### config.mk
export PLATFORM = sky130hd
export DESIGN_NAME = operand_entry_ctrl
export DESIGN_NICKNAME = d
export VERILOG_FILES = /design/src/rtl/calc_pkg.sv /design/src/rtl/digit_accumulator.sv /design/src/rtl/operand_entry_ctrl.sv
export SDC_FILE = /design/constraint.sdc
export NUM_CORES = 1
export LEC_CHECK = 0
export ABC_AREA = 1
export CAP_MARGIN = 20
export CORE_ASPECT_RATIO = 0.7
export CORE_MARGIN = 2
export CORE_UTILIZATION = 54
export DETAILED_ROUTE_END_ITERATION = 10
export PLACE_DENSITY = 0.88
export SETUP_SLACK_MARGIN = 0.4
export SYNTH_ARGS = -nofsm -noshare
export SYNTH_HDL_FRONTEND = slang
export SYNTH_SLANG_ARGS = --single-unit
### constraint.sdc
create_clock -name clk -period 4.2 [get_ports clk]
set_input_delay 0.63 -clock clk [delete_from_list [all_inputs] [get_ports clk]]
set_output_delay 0.63 -clock clk [all_outputs]
set_load 0.01 [all_outputs]
### src/rtl/calc_pkg.sv
`default_nettype none
// ============================================================================
//  Module      : calc_pkg
//  Description : Shared definitions for the calculator operand-entry
//                controller: operation codes sent to the arithmetic core,
//                keypad key codes, FSM state encoding and small key-decode
//                helpers.
//  Revision    : 1.0 - initial release
// ============================================================================
package calc_pkg;

    // Operation select presented to the arithmetic core
    localparam logic [2:0] OP_MUL     = 3'b000;
    localparam logic [2:0] OP_DIV     = 3'b001;
    localparam logic [2:0] OP_SQRT    = 3'b010;
    localparam logic [2:0] OP_BIN2BCD = 3'b011;
    localparam logic [2:0] OP_BCD2BIN = 3'b100;

    // Keypad codes: 0x0-0x9 are digits, 0xA-0xE are operations, 0xF executes
    localparam logic [3:0] KEY_DIGIT_MAX = 4'h9;
    localparam logic [3:0] KEY_MUL       = 4'hA;
    localparam logic [3:0] KEY_DIV       = 4'hB;
    localparam logic [3:0] KEY_SQRT      = 4'hC;
    localparam logic [3:0] KEY_BIN2BCD   = 4'hD;
    localparam logic [3:0] KEY_BCD2BIN   = 4'hE;
    localparam logic [3:0] KEY_EXECUTE   = 4'hF;

    // Entry limits
    localparam logic [19:0] BIN_ACC_MAX = 20'd65535;
    localparam logic [2:0]  MAX_DIGITS  = 3'd5;
    localparam logic [2:0]  BCD_DIGITS  = 3'd4;

    typedef enum logic [2:0] {
        ST_ENTRY = 3'd0,
        ST_ISSUE = 3'd1,
        ST_WAIT  = 3'd2,
        ST_DONE  = 3'd3,
        ST_ERROR = 3'd4
    } state_t;

    function automatic logic is_digit(input logic [3:0] key);
        return (key <= KEY_DIGIT_MAX);
    endfunction

    function automatic logic is_op(input logic [3:0] key);
        return (key >= KEY_MUL) && (key <= KEY_BCD2BIN);
    endfunction

    // Op keys are contiguous and in the same order as the op codes
    function automatic logic [2:0] key_to_op(input logic [3:0] key);
        logic [3:0] diff;
        diff = key - KEY_MUL;
        return diff[2:0];
    endfunction

endpackage
`default_nettype wire

### src/rtl/digit_accumulator.sv
`default_nettype none
// ============================================================================
//  Module      : digit_accumulator
//  Description : Keeps the binary and BCD views of the operand being typed,
//                the digit count and the overflow check for the next digit.
//  Revision    : 1.0 - initial release
//
//  Ports
//    clk, rst      : clock, synchronous active-high reset
//    clear         : synchronous clear of both accumulators and the count
//    acc_en        : append digit to both accumulators (already checked)
//    restart_en    : discard contents and load digit as the first digit
//    chain_en      : load chain_value into both accumulators, count = 5
//    digit         : digit value 0-9
//    chain_value   : previous result used for chained operations
//    bcd_mode      : operation is BCD2BIN (limits entry to 4 BCD digits)
//    bin_acc       : binary accumulator
//    bcd_acc       : BCD accumulator
//    digit_count   : digits entered, 0-5
//    overflow      : appending digit now would be rejected
// ============================================================================
module digit_accumulator
    import calc_pkg::*;
(
    input  logic        clk,
    input  logic        rst,
    input  logic        clear,
    input  logic        acc_en,
    input  logic        restart_en,
    input  logic        chain_en,
    input  logic [3:0]  digit,
    input  logic [15:0] chain_value,
    input  logic        bcd_mode,
    output logic [15:0] bin_acc,
    output logic [15:0] bcd_acc,
    output logic [2:0]  digit_count,
    output logic        overflow
);

    logic [15:0] r_bin_acc;
    logic [15:0] r_bcd_acc;
    logic [2:0]  r_digit_count;

    // 65535*10 + 9 = 655359 fits in 20 bits, so the check never wraps
    logic [19:0] w_bin_next;
    logic [2:0]  w_count_next;

    assign w_bin_next = ({4'd0, r_bin_acc} * 20'd10) + {16'd0, digit};

    // Leading zeros can push the count past five without overflowing the
    // value; the count saturates so it stays within its 0-5 range.
    assign w_count_next = (r_digit_count >= MAX_DIGITS) ? MAX_DIGITS
                                                        : r_digit_count + 3'd1;

    assign overflow = bcd_mode ? (r_digit_count >= BCD_DIGITS)
                               : (w_bin_next > BIN_ACC_MAX);

    always_ff @(posedge clk) begin
        if (rst || clear) begin
            r_bin_acc     <= 16'd0;
            r_bcd_acc     <= 16'd0;
            r_digit_count <= 3'd0;
        end else if (restart_en) begin
            r_bin_acc     <= {12'd0, digit};
            r_bcd_acc     <= {12'd0, digit};
            r_digit_count <= 3'd1;
        end else if (chain_en) begin
            r_bin_acc     <= chain_value;
            r_bcd_acc     <= chain_value;
            r_digit_count <= MAX_DIGITS;
        end else if (acc_en) begin
            r_bin_acc     <= w_bin_next[15:0];
            r_bcd_acc     <= {r_bcd_acc[11:0], digit};
            r_digit_count <= w_count_next;
        end
    end

    assign bin_acc     = r_bin_acc;
    assign bcd_acc     = r_bcd_acc;
    assign digit_count = r_digit_count;

endmodule
`default_nettype wire

### src/rtl/operand_entry_ctrl.sv
`default_nettype none
// ============================================================================
//  Module      : operand_entry_ctrl
//  Description : Keypad front end for an arithmetic core. Collects digits
//                into an operand, selects the operation, issues a one-cycle
//                start pulse, waits (with a stale-ready mask and a timeout)
//                for the core and latches its result.
//  Revision    : 1.0 - initial release
//
//  Parameters
//    TIMEOUT_CYCLES : cycles in WAIT without core_ready before ERROR
//    READY_MASK     : cycles after start during which core_ready is ignored
//
//  Ports
//    clk, rst       : clock, synchronous active-high reset
//    key_valid      : one-cycle key strobe, key_code qualifies it
//    key_code       : 0-9 digit, A-E operation, F execute
//    key_clear      : one-cycle clear/abort strobe (beats key_valid)
//    core_result    : result from the core
//    core_ready     : done level from the core
//    operand_a      : operand to the core
//    operation      : op select to the core
//    start          : one-cycle start pulse
//    result_q       : latched result
//    result_valid   : result_q holds a valid result
//    busy           : high in ISSUE and WAIT
//    error          : sticky error flag
//    digit_count    : digits entered, 0-5
// ============================================================================
module operand_entry_ctrl
    import calc_pkg::*;
#(
    parameter int unsigned TIMEOUT_CYCLES = 4096,
    parameter int unsigned READY_MASK     = 2
)
(
    input  logic        clk,
    input  logic        rst,
    input  logic        key_valid,
    input  logic [3:0]  key_code,
    input  logic        key_clear,
    input  logic [31:0] core_result,
    input  logic        core_ready,
    output logic [15:0] operand_a,
    output logic [2:0]  operation,
    output logic        start,
    output logic [31:0] result_q,
    output logic        result_valid,
    output logic        busy,
    output logic        error,
    output logic [2:0]  digit_count
);

    localparam int unsigned CNT_W = $clog2(TIMEOUT_CYCLES + 1);

    state_t             r_state;
    logic [2:0]         r_operation;
    logic               r_start;
    logic               r_busy;
    logic               r_error;
    logic               r_result_valid;
    logic [31:0]        r_result_q;
    logic [CNT_W-1:0]   r_wait_cnt;

    logic               w_key;
    logic               w_digit_key;
    logic               w_op_key;
    logic               w_acc_en;
    logic               w_restart_en;
    logic               w_chain_en;
    logic               w_bcd_mode;
    logic               w_overflow;
    logic               w_ready_seen;
    logic               w_timeout;
    logic [15:0]        w_bin_acc;
    logic [15:0]        w_bcd_acc;
    logic [2:0]         w_digit_count;

    // A clear in the same cycle drops the key entirely
    assign w_key       = key_valid & ~key_clear;
    assign w_digit_key = is_digit(key_code);
    assign w_op_key    = is_op(key_code);
    assign w_bcd_mode  = (r_operation == OP_BCD2BIN);

    assign w_acc_en     = w_key && w_digit_key && (r_state == ST_ENTRY) && !w_overflow;
    assign w_restart_en = w_key && w_digit_key && (r_state == ST_DONE);
    assign w_chain_en   = w_key && w_op_key    && (r_state == ST_DONE);

    // r_wait_cnt counts completed WAIT cycles; a done level still high from
    // the previous operation is ignored until the mask has elapsed.
    assign w_ready_seen = core_ready && (r_wait_cnt >= CNT_W'(READY_MASK));
    assign w_timeout    = (r_wait_cnt == CNT_W'(TIMEOUT_CYCLES - 1));

    digit_accumulator u_digit_accumulator (
        .clk         (clk),
        .rst         (rst),
        .clear       (key_clear),
        .acc_en      (w_acc_en),
        .restart_en  (w_restart_en),
        .chain_en    (w_chain_en),
        .digit       (key_code),
        .chain_value (r_result_q[15:0]),
        .bcd_mode    (w_bcd_mode),
        .bin_acc     (w_bin_acc),
        .bcd_acc     (w_bcd_acc),
        .digit_count (w_digit_count),
        .overflow    (w_overflow)
    );

    always_ff @(posedge clk) begin
        if (rst) begin
            r_state        <= ST_ENTRY;
            r_operation    <= OP_MUL;
            r_start        <= 1'b0;
            r_busy         <= 1'b0;
            r_error        <= 1'b0;
            r_result_valid <= 1'b0;
            r_result_q     <= 32'd0;
            r_wait_cnt     <= '0;
        end else if (key_clear) begin
            r_state        <= ST_ENTRY;
            r_operation    <= OP_MUL;
            r_start        <= 1'b0;
            r_busy         <= 1'b0;
            r_error        <= 1'b0;
            r_result_valid <= 1'b0;
            r_wait_cnt     <= '0;
        end else begin
            r_start <= 1'b0;
            case (r_state)
                ST_ENTRY: begin
                    if (w_key) begin
                        if (w_digit_key) begin
                            if (w_overflow) begin
                                r_error <= 1'b1;
                            end
                        end else if (w_op_key) begin
                            r_operation <= key_to_op(key_code);
                        end else if ((w_digit_count != 3'd0) && !r_error) begin
                            // Remaining code is EXECUTE
                            r_state <= ST_ISSUE;
                            r_start <= 1'b1;
                            r_busy  <= 1'b1;
                        end
                    end
                end

                ST_ISSUE: begin
                    r_state    <= ST_WAIT;
                    r_wait_cnt <= '0;
                end

                ST_WAIT: begin
                    if (w_ready_seen) begin
                        r_result_q     <= core_result;
                        r_result_valid <= 1'b1;
                        r_busy         <= 1'b0;
                        r_state        <= ST_DONE;
                    end else if (w_timeout) begin
                        r_error        <= 1'b1;
                        r_result_valid <= 1'b0;
                        r_busy         <= 1'b0;
                        r_state        <= ST_ERROR;
                    end else begin
                        r_wait_cnt <= r_wait_cnt + CNT_W'(1);
                    end
                end

                ST_DONE: begin
                    if (w_key) begin
                        if (w_digit_key) begin
                            r_result_valid <= 1'b0;
                            r_state        <= ST_ENTRY;
                        end else if (w_op_key) begin
                            // Chaining: the result becomes the next operand
                            r_operation <= key_to_op(key_code);
                            r_state     <= ST_ENTRY;
                        end
                    end
                end

                ST_ERROR: begin
                    // Only key_clear (handled above) leaves ERROR
                end

                default: begin
                    r_state <= ST_ENTRY;
                end
            endcase
        end
    end

    // Accumulators are frozen outside ENTRY/DONE, so operand_a stays stable
    // from ISSUE until WAIT exits.
    assign operand_a    = w_bcd_mode ? w_bcd_acc : w_bin_acc;
    assign operation    = r_operation;
    assign start        = r_start;
    assign result_q     = r_result_q;
    assign result_valid = r_result_valid;
    assign busy         = r_busy;
    assign error        = r_error;
    assign digit_count  = w_digit_count;

endmodule
`default_nettype wire

==> metrics.yaml <==
placed_design:
  io_buffers: 98
  place_worst_setup_slack_ns: 0.4288
  place_congestion: 0.9572
  place_area_um2: 6923
  hpwlAfterDp_um: 11400
  placedCellCount: 1083
logic_synthesis:
  syn_nets: 958
  syn-mean-instance-area_um2: 6.712
  synth-main-ff-cell: "dfxtp_1"
  synthesis.area_um2: 5893
  postSynth.asyncResetShare_pct: 0
  synthDistinctLibCells: 47
  synth_seq_cells: 89
  synthCells: 878
  yosys_warnings: 0
  seq_area_frac_synth_pct: 30.23
  synth-edff-count: 0
worst_hold_path:
  whs_endpoint: "result_q[24]"
  min-delay-start: "result_q[24]"
  min_path_cells: 2
  hp-class: "reg2reg"
detailed_routing:
  wl_per_cell_um: 14.54
  drtAntennaViolNets: 0
  drtIter0Drc: 461
  drc: 0
  via_per_inst: 5.577
  vias: 6146
  wirelength_um: 16020
  dr.pass1.iters: 9
cells_and_area:
  layout_commonest_cell: "nand2_1"
  area.growth.synth_to_final_pct: 24.29
  drive_gt1_share_pct: 10.62
  final_cell_mix: "215 x nand2_1, 98 x clkdlybuf4s50_1, 97 x inv_1"
  antenna_cells: 0
  final_area_um2: 7325
  final_cells: 1102
  nNetsFinal: 1045
floorplan:
  initial_core_util_pct: 56.27
  die_h_um: 91.41
  core_area_um2: 10470
  ios: 99
  die_w_um: 128.9
  die_area_um2: 11780
  rows: 31
setup_path:
  slowest_stage: "fa_2"
  arrival_ns: 3.82
  worst-path-buf-inv: 2
  path_class: "reg2reg"
  required_ns: 4.48
  path_max_fanout: 22
  crit_family: "simple AND/OR/NAND/NOR gates"
  start_kind: "register"
  path_common_cell: "nand2_1"
  regToRegStartpoint: "u_digit_accumulator.bin_acc[3]"
  endpoint_kind: "register"
  ff2ff_setup_slack_ns: 0.66
  cpPeakStageDelay_ns: 0.57
  rr_endpoint: "u_digit_accumulator.bcd_acc[9]"
  crit_chain: "ha_1 > ha_1 > fa_2 > nand2_1 > nor2_1 > nand2_1 > nand2_1 > nand2_1 > nor2_2 > nand3_2 > nor2_4 > nand3_2 > inv_1 > nand2_1 > nand3_2 > nand2_4 > nand3_4 > buf_6 > nand3_1 > a21oi_2"
  ff2ff_path_depth: 20
clocking:
  clockBufferDepth: 2
  h-tree-depth: 3
  cts.sinks: 89
  clkLatencyLatePin_ns: 0.34
  clock-root-buffer: "clkbuf_16"
  clkTransAtPathRegs_ns: 0.06
  cts_tree: "built"
  numCtsBuffers: 9
outcome:
  status: "finished, final reports clean"
sta:
  max_freq_mhz: 282.5
  drv_slew: 0
  hold_violations: 0
  setup_viol: 0
  rsz0062_at_grt: "no"
  setup_slack_ns: 0.6606
  finalSetupTns_ns: 0
  fin_worst_skew_ns: 0.006198
  slew_headroom_pct: 27.73
  post-route-period-util_pct: 84.27
  tightest_slew_ns: 1.081
  post-route-min-period_ns: 3.539
global_routing:
  grt_pass1_vias: 5809
  antenna_found_initial: 0
  grtUsageTotal_pct: 27.70
  grt_remaining_overflow: 0
  grt_first_pass_wirelength_um: 26940
  grt_max_degree: 41
power_and_ir_drop:
  switching_share_pct: 22.02
  seqPwrFrac_pct: 43.8
  intPower_mw: 1.515
  clkPwrFrac_pct: 48.6
  p_sw_uw: 427.9
  combPwrFrac_pct: 7.6
  finalPower_mw: 1.943
  p_per_area_nw_per_um2: 265.3
  cellLeakagePower_nw: 2.992
  ir_worst_vdd_mv: 0.2236
run:
  maxCapViolations: 0
-- repair_timing --
| action | in CTS | in global routing |
|---|---|---|
| setup buffers | 0 | 2 |
| resized for setup | 0 | 3 |
| hold buffers | 0 | 0 |
| setup endpoints to repair | 0 | 29 |
-- routing by layer --
layer  up-vias  GRT usage (%)  part of all wire, %
li1       3063              -                    -
met1      2802          39.22                   46
met2       248          43.47                   46
met3        33          5.186                  6.3
met4         0          6.703                  1.7
met5         -              0                    0
-- cell families (layout without fill, tap and decap cells) --
| family | count (synthesis) | after routing | synth area share, % |
|---|---|---|---|
| AND/OR/NAND/NOR | 450 | 450 | 34.88 |
| AO/OA/AOI/OAI | 155 | 155 | 15.24 |
| buffers and inverters | 136 | 228 | 9.639 |
| flip-flops | 89 | 89 | 30.23 |
| adder cells (fa/ha/maj) | 39 | 39 | 8.535 |
| XOR/XNOR | 6 | 6 | 0.8917 |
| multiplexers | 3 | 3 | 0.5732 |
-- flip-flops by register name, summed over array words and instances, names as in the netlist, 3 cells and up --
| register | cells |
|---|---|
| u_digit_accumulator.digit_count | 3 |
| r_wait_cnt | 13 |
| operation | 3 |
| r_state | 3 |
| u_digit_accumulator.bin_acc | 15 |
| u_digit_accumulator.bcd_acc | 16 |
| result_q | 32 |
-- how the worst max path moves through the flow --
stage	from	end	slack [ns]	cells after the start
floorplan	u_digit_accumulator.bin_acc[1]	u_digit_accumulator.bcd_acc[12]	1.14	19
global placement	key_code[1]	u_digit_accumulator.bcd_acc[11]	0.57	20
detailed placement	key_code[1]	u_digit_accumulator.bcd_acc[11]	0.43	20
CTS	u_digit_accumulator.bin_acc[1]	u_digit_accumulator.bcd_acc[9]	0.51	21
global route	u_digit_accumulator.bin_acc[1]	u_digit_accumulator.bcd_acc[9]	0.42	21
finish	u_digit_accumulator.bin_acc[3]	u_digit_accumulator.bcd_acc[9]	0.66	20
-- worst reg2reg max path, stage by stage (launching register included) --
cell and delay (ns):
dfxtp_1 0.40, ha_1 0.26, ha_1 0.26, fa_2 0.57, nand2_1 0.07, nor2_1 0.09, nand2_1 0.08, nand2_1 0.07
nand2_1 0.07, nor2_2 0.18, nand3_2 0.16, nor2_4 0.12, nand3_2 0.09, inv_1 0.07, nand2_1 0.06, nand3_2 0.09
nand2_4 0.07, nand3_4 0.21, buf_6 0.22, nand3_1 0.15, a21oi_2 0.18
-- cells in the mapped netlist (all sizes together), types with 2 or more instances --
cell	instances	area (um^2)
nand2	243	1001
inv	102	382.9
nand3	102	548.0
dfxtp	89	1782
a21oi	87	510.5
nor2	68	277.8
o21ai	48	240.2
ha	37	462.9
clkbuf	22	82.58
nand4	13	81.33
nor3	12	65.06
buf	11	98.85
nand3b	6	45.04
a31oi	4	25.02
xor2	4	35.03
mux2	3	33.78
o211ai	3	22.52
o21bai	3	22.52
a211oi	2	15.01
fa	2	40.04
nor4	2	12.51
o21a	2	15.01
or2	2	12.51
xnor2	2	17.52
-- area by class of cell --
| cell class | instances | area [um^2] |
|---|---|---|
| Timing Repair Buffer | 109 | 1087 |
| Inverter | 103 | 386.6 |
| Clock inverter | 6 | 112.6 |
| Fill cell | 856 | 3148 |
| Multi-Input combinational cell | 653 | 3551 |
| Tap cell | 132 | 165.2 |
| Clock buffer | 10 | 239.0 |
| Sequential cell | 89 | 1783 |
-- power by group through the flow --
stage	clock, mW	combinational, mW	sequential [mW]
after floorplan	0	0.0823	0.870
after global placement	0	0.140	0.870
after detailed placement	0	0.142	0.870
after CTS	0.949	0.143	0.851
after global routing	0.983	0.162	0.851
final	0.944	0.147	0.852
-- per-stage QoR --
| step | util [%] | hold WS [ns] |
|---|---|---|
| finish | 69.94 | 0.4612 |
| global route | 69.94 | 0.4921 |
| CTS | 69.46 | 0.4633 |
| detailed placement | 66.11 | 0.4533 |
| global placement | 66.11 | 0.4483 |
| floorplan | - | 0.4417 |
No activity file was read; power rests on OpenSTA's default activity.
